===== src/rtl/multicycle_control.sv =====
// Control FSM for a multicycle RISC-V-style datapath: sequences fetch, decode,
// execute, memory and write-back, and counts retired instructions.
module multicycle_control (
    input  logic        clk,
    input  logic        rst,
    input  logic [6:0]  opcode,
    input  logic        mem_ready,
    input  logic        branch_taken,
    output logic [1:0]  alu_op,
    output logic [1:0]  alu_src_a,
    output logic [1:0]  alu_src_b,
    output logic        ir_write,
    output logic        pc_write,
    output logic        mem_read,
    output logic        mem_write,
    output logic        reg_write,
    output logic        pc_src,
    output logic        mem_to_reg,
    output logic        illegal,
    output logic [3:0]  state,
    output logic [31:0] instr_count
);

    typedef enum logic [3:0] {
        FETCH    = 4'd0,
        DECODE   = 4'd1,
        EXEC_R   = 4'd2,
        EXEC_I   = 4'd3,
        MEM_ADDR = 4'd4,
        MEM_RD   = 4'd5,
        MEM_WR   = 4'd6,
        WB_ALU   = 4'd7,
        WB_MEM   = 4'd8,
        BRANCH   = 4'd9,
        TRAP     = 4'd15
    } state_t;

    localparam logic [6:0] OP_R      = 7'b0110011;
    localparam logic [6:0] OP_I      = 7'b0010011;
    localparam logic [6:0] OP_LOAD   = 7'b0000011;
    localparam logic [6:0] OP_STORE  = 7'b0100011;
    localparam logic [6:0] OP_BRANCH = 7'b1100011;

    state_t      state_r;
    state_t      state_next_s;
    logic        illegal_r;
    logic [31:0] instr_count_r;
    logic        retire_s;

    logic [1:0]  alu_op_s;
    logic [1:0]  alu_src_a_s;
    logic [1:0]  alu_src_b_s;
    logic        ir_write_s;
    logic        pc_write_s;
    logic        mem_read_s;
    logic        mem_write_s;
    logic        reg_write_s;
    logic        pc_src_s;
    logic        mem_to_reg_s;

    // State, sticky illegal flag and retirement counter.
    always_ff @(posedge clk) begin
        if (rst) begin
            state_r       <= FETCH;
            illegal_r     <= 1'b0;
            instr_count_r <= 32'd0;
        end else begin
            state_r <= state_next_s;
            if (state_next_s == TRAP) begin
                illegal_r <= 1'b1;
            end else begin
                illegal_r <= illegal_r;
            end
            if (retire_s) begin
                instr_count_r <= instr_count_r + 32'd1;
            end else begin
                instr_count_r <= instr_count_r;
            end
        end
    end

    // Next-state and raw per-state output decode.
    always_comb begin
        state_next_s = state_r;
        retire_s     = 1'b0;
        alu_op_s     = 2'b00;
        alu_src_a_s  = 2'b00;
        alu_src_b_s  = 2'b00;
        ir_write_s   = 1'b0;
        pc_write_s   = 1'b0;
        mem_read_s   = 1'b0;
        mem_write_s  = 1'b0;
        reg_write_s  = 1'b0;
        pc_src_s     = 1'b0;
        mem_to_reg_s = 1'b0;
        case (state_r)
            FETCH: begin
                mem_read_s  = 1'b1;
                alu_src_b_s = 2'b01;
                if (mem_ready) begin
                    ir_write_s   = 1'b1;
                    pc_write_s   = 1'b1;
                    state_next_s = DECODE;
                end else begin
                    state_next_s = FETCH;
                end
            end
            DECODE: begin
                // ALU forms the branch target (old PC + imm) speculatively here.
                alu_src_a_s = 2'b10;
                alu_src_b_s = 2'b10;
                case (opcode)
                    OP_R:               state_next_s = EXEC_R;
                    OP_I:               state_next_s = EXEC_I;
                    OP_LOAD, OP_STORE:  state_next_s = MEM_ADDR;
                    OP_BRANCH:          state_next_s = BRANCH;
                    default:            state_next_s = TRAP;
                endcase
            end
            EXEC_R: begin
                alu_src_a_s  = 2'b01;
                alu_op_s     = 2'b10;
                state_next_s = WB_ALU;
            end
            EXEC_I: begin
                alu_src_a_s  = 2'b01;
                alu_src_b_s  = 2'b10;
                alu_op_s     = 2'b11;
                state_next_s = WB_ALU;
            end
            MEM_ADDR: begin
                alu_src_a_s = 2'b01;
                alu_src_b_s = 2'b10;
                if (opcode == OP_LOAD) begin
                    state_next_s = MEM_RD;
                end else begin
                    state_next_s = MEM_WR;
                end
            end
            MEM_RD: begin
                mem_read_s = 1'b1;
                if (mem_ready) begin
                    state_next_s = WB_MEM;
                end else begin
                    state_next_s = MEM_RD;
                end
            end
            MEM_WR: begin
                mem_write_s = 1'b1;
                if (mem_ready) begin
                    state_next_s = FETCH;
                    retire_s     = 1'b1;
                end else begin
                    state_next_s = MEM_WR;
                end
            end
            WB_ALU: begin
                reg_write_s  = 1'b1;
                state_next_s = FETCH;
                retire_s     = 1'b1;
            end
            WB_MEM: begin
                reg_write_s  = 1'b1;
                mem_to_reg_s = 1'b1;
                state_next_s = FETCH;
                retire_s     = 1'b1;
            end
            BRANCH: begin
                alu_src_a_s  = 2'b01;
                alu_op_s     = 2'b01;
                pc_src_s     = 1'b1;
                pc_write_s   = branch_taken;
                state_next_s = FETCH;
                retire_s     = 1'b1;
            end
            TRAP: begin
                state_next_s = TRAP;
            end
            default: begin
                // Unused encodings are treated as a fault.
                state_next_s = TRAP;
            end
        endcase
    end

    // Reset masks every enable immediately so an abandoned access writes nothing.
    always_comb begin
        if (rst) begin
            ir_write  = 1'b0;
            pc_write  = 1'b0;
            mem_read  = 1'b0;
            mem_write = 1'b0;
            reg_write = 1'b0;
        end else begin
            ir_write  = ir_write_s;
            pc_write  = pc_write_s;
            mem_read  = mem_read_s;
            mem_write = mem_write_s;
            reg_write = reg_write_s;
        end
    end

    assign alu_op      = alu_op_s;
    assign alu_src_a   = alu_src_a_s;
    assign alu_src_b   = alu_src_b_s;
    assign pc_src      = pc_src_s;
    assign mem_to_reg  = mem_to_reg_s;
    assign illegal     = illegal_r;
    assign state       = state_r;
    assign instr_count = instr_count_r;

endmodule


===== config.mk =====
export PLATFORM = sky130hd
export DESIGN_NAME = multicycle_control
export DESIGN_NICKNAME = d
export VERILOG_FILES = /design/src/rtl/multicycle_control.sv
export SDC_FILE = /design/constraint.sdc
export NUM_CORES = 1
export LEC_CHECK = 0
export BUFFER_PORTS_ARGS = -buffer_cell sky130_fd_sc_hd__buf_2
export CAP_MARGIN = 20
export CORE_UTILIZATION = 44
export CTS_CLUSTER_DIAMETER = 120
export DETAILED_ROUTE_END_ITERATION = 10
export PLACE_DENSITY = 0.75
export RECOVER_POWER = 25
export SLEW_MARGIN = 20
export SYNTH_ARGS = -nofsm -noshare
export SYNTH_HDL_FRONTEND = slang
export SYNTH_SLANG_ARGS = --single-unit

===== constraint.sdc =====
create_clock -name clk -period 2.3 [get_ports clk]
set_input_delay 0.46 -clock clk [delete_from_list [all_inputs] [get_ports clk]]
set_output_delay 0.46 -clock clk [all_outputs]
set_load 0.03 [all_outputs]

; ---- Word level (Yosys, flattened, before mapping)
; Cells that the tools add are included.
[word_totals]
register_bits = 37
latchBits = 0
mem_bits_rw = 0
mem_bits_ro = 0
input_bits = 11
word_cells = 50
memories = 0
[op_classes]
n_addsub = 1
mul = 0
div = 0
n_lt_le_gt_ge = 0
eq_ne = 15
shifts = 0
mux = 23
bitwise_logic = 0
n_reduce_logical = 8
[op_table]
columns = op, n
row1 = 32-bit by 1-bit adder with 32-bit output (second input constant), 1
row2 = 4-bit one-hot mux with 7 select lines, 1
row3 = 4-bit by 3-bit equality test with 1-bit output (second input constant), 4
row4 = 4-bit one-hot mux with 4 select lines, 1
row5 = 7-bit by 6-bit equality test with 1-bit output (second input constant), 2
row6 = 1-bit two-way mux, 13
row7 = 4-bit equality test (second input constant), 3
row8 = 4-bit by 2-bit equality test with 1-bit output (second input constant), 2
row9 = 2-bit one-hot mux with 2 select lines, 2
row10 = 2-bit OR reduction, 4
row11 = 7-bit by 2-bit equality test with 1-bit output (second input constant), 1
row12 = 7-bit by 5-bit equality test with 1-bit output (second input constant), 1
row13 = 7-bit equality test (second input constant), 1
row14 = 2-bit one-hot mux with 3 select lines, 1
row15 = 3-bit OR reduction, 2
row16 = 4-bit by 1-bit equality test with 1-bit output (second input constant), 1
row17 = 4-bit zero test, 1
row18 = 4-bit two-way mux, 1
row19 = 1-bit one-hot mux with 2 select lines, 2
row20 = 4-bit OR reduction, 1
row21 = 3-bit two-way mux, 1
row22 = 2-bit two-way mux, 1

; ---- Longest topological paths before layout
; Gate-level depths: netlist (run 1).
[depth]
depth_word = 5
mapped_depth = 7

; ---- Worst setup path after synthesis (run 1)
; OpenSTA, ideal clock, no wires.
[synth_path]
path_type = register to output
startpoint = register state_r[2] (netlist: state[2])
endpoint = output pc_write
arrival_ns = 2.573
required_time_ns = 1.840
slack_ns = -0.733
stages_incl_launch_ff = 6
cell_sequence = dfxtp_1 buf_2 buf_1 nor4_1 nand2_1 a21oi_1
[synth_via]
elab_chain_cells = 3
elab_cells_between_ends = 4
[synth_lines]
columns = element, line_no
row1 = "start, declared", 44  ; state_t state_r;
row2 = "start signal, assigned", 68  ; state_r <= state_next_s;
row3 = 4-bit equality test / 4-bit zero test (equally long branches), 96  ; case (state_r)
row4 = 1-bit one-hot mux with 2 select lines *, 96
row5 = 1-bit two-way mux *, 188  ; if (rst) begin
row6 = "end, declared", 13  ; output logic pc_write,
; Mark *: on every way between the ends. The rest lies on a longest branch, timed or not.

; ---- Worst setup path in the final report (run 1)
; Same ends and word-level chain as after synthesis.

==> impl_results.md, run 1 <==
* Status: completed
* Number of hold buffers added after CTS at 0
* Via/cell ratio at 5.511
* Clock Root Buffer: clkbuf_8
* Placement Cell Area at 2678 sq um
* Power Internal at 1.339 mW
* Synth cell types at 47
* CTS sink cnt at 37
* Most frequent cells after synthesis: 37 x dfxtp_1, 29 x nor2_1, 21 x a21oi_1, 21 x nand2_1, 16 x mux2_2
* Area grow syn2layout at 22.84%
* Starting DRT DRC Count at 93
* Pwr Density at 838.9 nW/um^2
* Slew Limit Fails at 0
* CTS buffer count at 5
* Core ar. at 4817 sq um
* Place WS at 210.1 ps
* Fmax at 0.4662 GHz
* Clock-pin transition on the worst setup and hold timing paths at 70 ps
* Net Switching at 0.9707 mW
* Worst hold-check path type: flip-flop to flip-flop
* Synth warnings at 0
* Switch share at 0.4203
* WS Path Type: flip-flop to output port
* Detailed-placement wirelength estimate at 3659 um
* Worst Path Required at 1840 ps
* DRT Pass-1 Iters at 4
* Post-CTS setup buffers at 0
* Static Leak at 1.026 nW
* Syn_area_per_cell at 7.946 sq um
* Cells after Synth at 282
* #FFs+latches synth at 37
* Leading area contributor after synthesis: dfxtp_1
* Skew final at 8.128 ps
* Die W at 73.37 um
* Main flop type after synthesis: dfxtp_1
* Gate power share at 0.475
* Max Fanout on Critical Path at 18
* Xor and xnor fraction of the mapped netlist area at 0.01173
* Synth Area in Adders at 0.005583
* Clk buf depth at 2
* Sequential-to-total area share from yosys stat at 0.3305
* # resized after CTS at 0
* Vias in the first global route at 1,919
* Final Critical Period at 2145 ps
* PortBufs at 60
* Num rows at 25
* Total Wirelength at 5260 um
* Final net count at 353
* Largest net degree at the start of global routing at 49
* Setup TNS at 0 ps
* Clock latency on the worst-skew pair at 280 ps
* Final GP Congestion at 0.8034
* Sequential Power Share at 0.311
* Synthesized cell area at 2241 sq um
* Antenna-violating nets left at 0
* Post-synth ARST share at 0
* # diodes at 0
* WL/cell at 12.86 um
* Compound-Gate Fraction of Synth Area at 0.1519
* RSZ-0062 raised after global routing: false
* First-pass GRT wire length at 8418 um
* Initial antenna violation count at 0
* Vert. Die Dim at 73.37 um
* Number of max-cap violations at 0
* H-tree depth at 2
* Fin area at 2753 sq um
* CP startpoint kind: flip-flop
* Top cell type's share of synthesized area at 0.3305
* Dominant cell by count in the synthesized netlist: dfxtp_1
* Share of cells above drive strength 1 at 0.2427
* Gr usage total at 0.1947
* Final setup fails at 0
* Final Hold Fails at 0
* CP Capture Type: output port
* Main combinational cell family by area after synthesis: simple AND/OR/NAND/NOR gates
* Vias at 2,254
* Max transition margin at 0.6860
* VDD IR-drop max at 592.1 uV
* Post-Synth Simple-Gate Area at 0.3529
* Largest cells by area after synthesis: dfxtp_1 33%, mux2_2 8.0%, nor2_1 4.9%
* Grt total ovfl at 0
* Actual slew at the worst max-slew pin at 465.0 ps
* Clock network power share at 0.214
* Final Cycle Share at 0.9326
* Ports at 61
* Mux contribution to synthesized area at 0.09380
* DRC at 0
* Setup WS post-layout at 155.0 ps
* Die ar. at 5382 sq um
* TritonCTS clock tree: done
* Initial Util at 0.4652
* Arrival @ worst endpoint at 1690 ps
* Post-synth EDFFs at 0
* Total power at 2.309 mW
* Post-Syn Nets at 294
-- critical path, cell delays in order, from the launching register on --
cell      delay [ps]
dfxtp_1          340
buf_4            210
nand2b_1         260
nor3_2           180
nand2_1           80
a21oi_1          130
buf_2            210
-- power by group through the flow --
stage | registers, mW | logic, mW | clock network (mW)
floorplan | 0.831 | 0.741 | 0
CTS | 0.717 | 1.10 | 0.505
global placement | 0.732 | 1.09 | 0
detailed placement | 0.731 | 1.10 | 0
finish | 0.719 | 1.10 | 0.494
global route | 0.723 | 1.17 | 0.527
-- state kept, by name (all words and copies together) (netlist names) --
signal,count
state,4
instr_count,32
illegal,1
-- through the flow --
| step | utilization | instances | hold WS, ps |
|---|---|---|---|
| after floorplan | - | 282 | 570.5 |
| after global placement | 0.5558 | 401 | 437.2 |
| after detailed placement | 0.5558 | 401 | 437.7 |
| after CTS | 0.5769 | 409 | 451.8 |
| after global routing | 0.5714 | 409 | 474.2 |
| final | 0.5714 | 409 | 452.8 |
-- per-layer routing --
metal / vias up / track usage / routed length (um)
li1: 1155 / - / -
met1: 1035 / 0.2559 / 2539
met2: 57 / 0.3251 / 2459
met3: 7 / 0.04115 / 199
met4: 0 / 0.04915 / 61
met5: - / 0 / 0
-- kinds of logic (layout without fill, tap and decap cells) --
logic type,after synthesis,after routing
muxes,19,19
adders and majority gates,1,1
xor gates and xnor gates,3,3
AOI/OAI and AO/OA,53,53
DFF,37,37
buffers and inverters,28,88
and+or+nand+nor,141,141
-- path summary, 6_finish.rpt --
path	startpoint	to	slack [ps]	cells past startpoint
max	state[2]	pc_write	150	6
min reg2reg	illegal	illegal	450	2
min	illegal	illegal	450	2
max reg2reg	state[1]	instr_count[29]	370	5
-- cell usage in the layout (no fill, tap or decap), types with 2 or more instances in the layout --
cell type,n
dfxtp_1,37
xnor2_1,2
o31ai_1,8
nand2_1,21
o311ai_0,2
and3_1,2
nor2_1,28
buf_2,39
or4b_1,2
nor4_1,9
mux2i_1,3
o32a_1,2
clkbuf_8,7
nor3_2,2
inv_1,8
nand4_1,9
nor3_1,9
or4_1,8
nor3b_1,2
or3_1,5
mux2_2,16
o21ai_0,9
nor2b_1,15
nand2b_1,3
clkbuf_1,21
a21oi_1,21
and2_1,2
and4_1,8
buf_4,11
nand3_1,7
-- area by class of cell --
class | instances | area [sq um]
clock inverters | 1 | 5.005
well taps | 67 | 83.83
flip-flops and latches | 37 | 740.7
inverters | 8 | 30.03
multi-input cells | 217 | 1420
fillers | 473 | 2064
clock buffers | 7 | 96.34
repair buffers | 72 | 376.6
Note: power is estimated with default switching activity, not from simulation.
==> inputs of run 2 (changes only) <==
--- a/config.mk
+++ b/config.mk
@@ -10,6 +10,7 @@
 export CORE_UTILIZATION = 44
 export CTS_CLUSTER_DIAMETER = 120
 export DETAILED_ROUTE_END_ITERATION = 10
+export MAX_ROUTING_LAYER = met4
 export PLACE_DENSITY = 0.75
 export RECOVER_POWER = 25
 export SLEW_MARGIN = 20
==> run 2 against run 1 <==
  * Routed wire length down 0.11%
  * Highest routed layer unchanged
  * Critical path depth is the same
  * Sequential share of layout area is the same
  * Clock power hardly changed
  * Non-clock buffer count unchanged
  * Utilization is the same
==> impl_results.md, run 2 (synthesis results as in run 1) <==
* Core ar. at 4817 sq um
* WS Path Type: flip-flop to output port
* Place WS at 210.1 ps
* Gr usage total at 0.2005
* Reg area at 740.7 sq um
* # diodes at 0
* Initial Util at 0.4652
* Antenna-violating nets left at 0
* CP Capture Type: output port
* Clock-pin transition on the worst setup and hold timing paths at 70 ps
* VDD IR-drop max at 592.1 uV
* # fillers at 473
* Largest net degree at the start of global routing at 49
* Status: completed
* PortBufs at 60
* Die W at 73.37 um
* Placed Cells incl. Taps at 401
* Worst hold-check path type: flip-flop to flip-flop
* CTS sink cnt at 37
* Number of hold buffers added after CTS at 0
* Starting DRT DRC Count at 93
* Number of max-cap violations at 0
* Grt total ovfl at 0
* Pwr Density at 838.9 nW/um^2
* Final setup fails at 0
* Final Cycle Share at 0.9327
* Final net count at 353
* Vert. Die Dim at 73.37 um
* First-pass GRT wire length at 8411 um
* Arrival @ worst endpoint at 1690 ps
* CTS buffer count at 5
* Area grow syn2layout at 22.84%
* Final Hold Fails at 0
* Most frequent cells in the layout: 39 x buf_2, 37 x dfxtp_1, 28 x nor2_1
* Clock Root Buffer: clkbuf_8
* Fmax at 0.4662 GHz
* Max transition margin at 0.6860
* Worst Path Required at 1840 ps
* Total Wirelength at 5254 um
* Area taken by multi-input logic gates at 1420 sq um
* TritonCTS clock tree: done
* Num rows at 25
* Clock latency on the worst-skew pair at 280 ps
* Final GP Congestion at 0.8150
* Slew Limit Fails at 0
* RSZ-0062 raised after global routing: false
* WL/cell at 12.85 um
* Most common cell after layout, fill and taps aside: buf_2
* Vias in the first global route at 1,920
* Worst hold stages at 2
* Max reg flops at 32
* # resized after CTS at 0
* Final Critical Period at 2145 ps
* DRT Pass-1 Iters at 4
* Die ar. at 5382 sq um
* Via/cell ratio at 5.513
* Actual slew at the worst max-slew pin at 465.0 ps
* Detailed-placement wirelength estimate at 3659 um
* Vias at 2,255
* Initial antenna violation count at 0
* Post-CTS setup buffers at 0
* R2R depth at 5
* Share of cells above drive strength 1 at 0.2427
* Setup WS post-layout at 154.9 ps
* H-tree depth at 2
* Finished Layout Cells at 409
* DRC at 0
* Clk buf depth at 2
* Max Fanout on Critical Path at 18
* Ports at 61
* Static Leak at 1.026 nW
* Skew final at 8.128 ps
* CP startpoint kind: flip-flop
## run 2: worst paths after layout
check / startpoint / endpoint / slack, ps
min: illegal / illegal / 450
max reg2reg: state[1] / instr_count[29] / 370
max: state[2] / pc_write / 150
min reg2reg: illegal / illegal / 450
## run 2: through the flow
step	hold WS, ps	cell area (sq um)	setup TNS [ps]	utilization	power, mW
after floorplan	570.5	2281	-406.3	-	1.572
after detailed placement	437.7	2678	0	0.5558	1.829
after CTS	451.8	2779	0	0.5769	2.326
final	452.8	2753	0	0.5714	2.309
after global placement	437.2	2678	0	0.5558	1.820
after global routing	474.2	2753	0	0.5714	2.422
## run 2: cell type report
type	instances	share of cell area
multi-input combinational	217	0.5159
clock inverter	1	0.001818
tap	67	0.03045
timing repair buffer	72	0.1368
clock buffer	7	0.03500
sequential	37	0.2691
inverter	8	0.01091
## run 2: per-layer routing
metal | global-route usage | part of all wire
met1 | 0.2593 | 0.49
met3 | 0.03567 | 0.035
met5 | - | 0
met4 | 0.04915 | 0.011
met2 | 0.3251 | 0.47
## run 2: worst max-delay path: stages (launching register included)
cell,delay [ps]
dfxtp_1,340
buf_4,210
nand2b_1,260
nor3_2,180
nand2_1,80
a21oi_1,130
buf_2,210
## run 2: report_power, final
group | total [mW] | switching (mW) | internal [mW]
logic | 1.10 | 0.716 | 0.381
registers | 0.719 | 0.0319 | 0.687
clock network | 0.494 | 0.223 | 0.271
total | 2.31 | 0.971 | 1.34
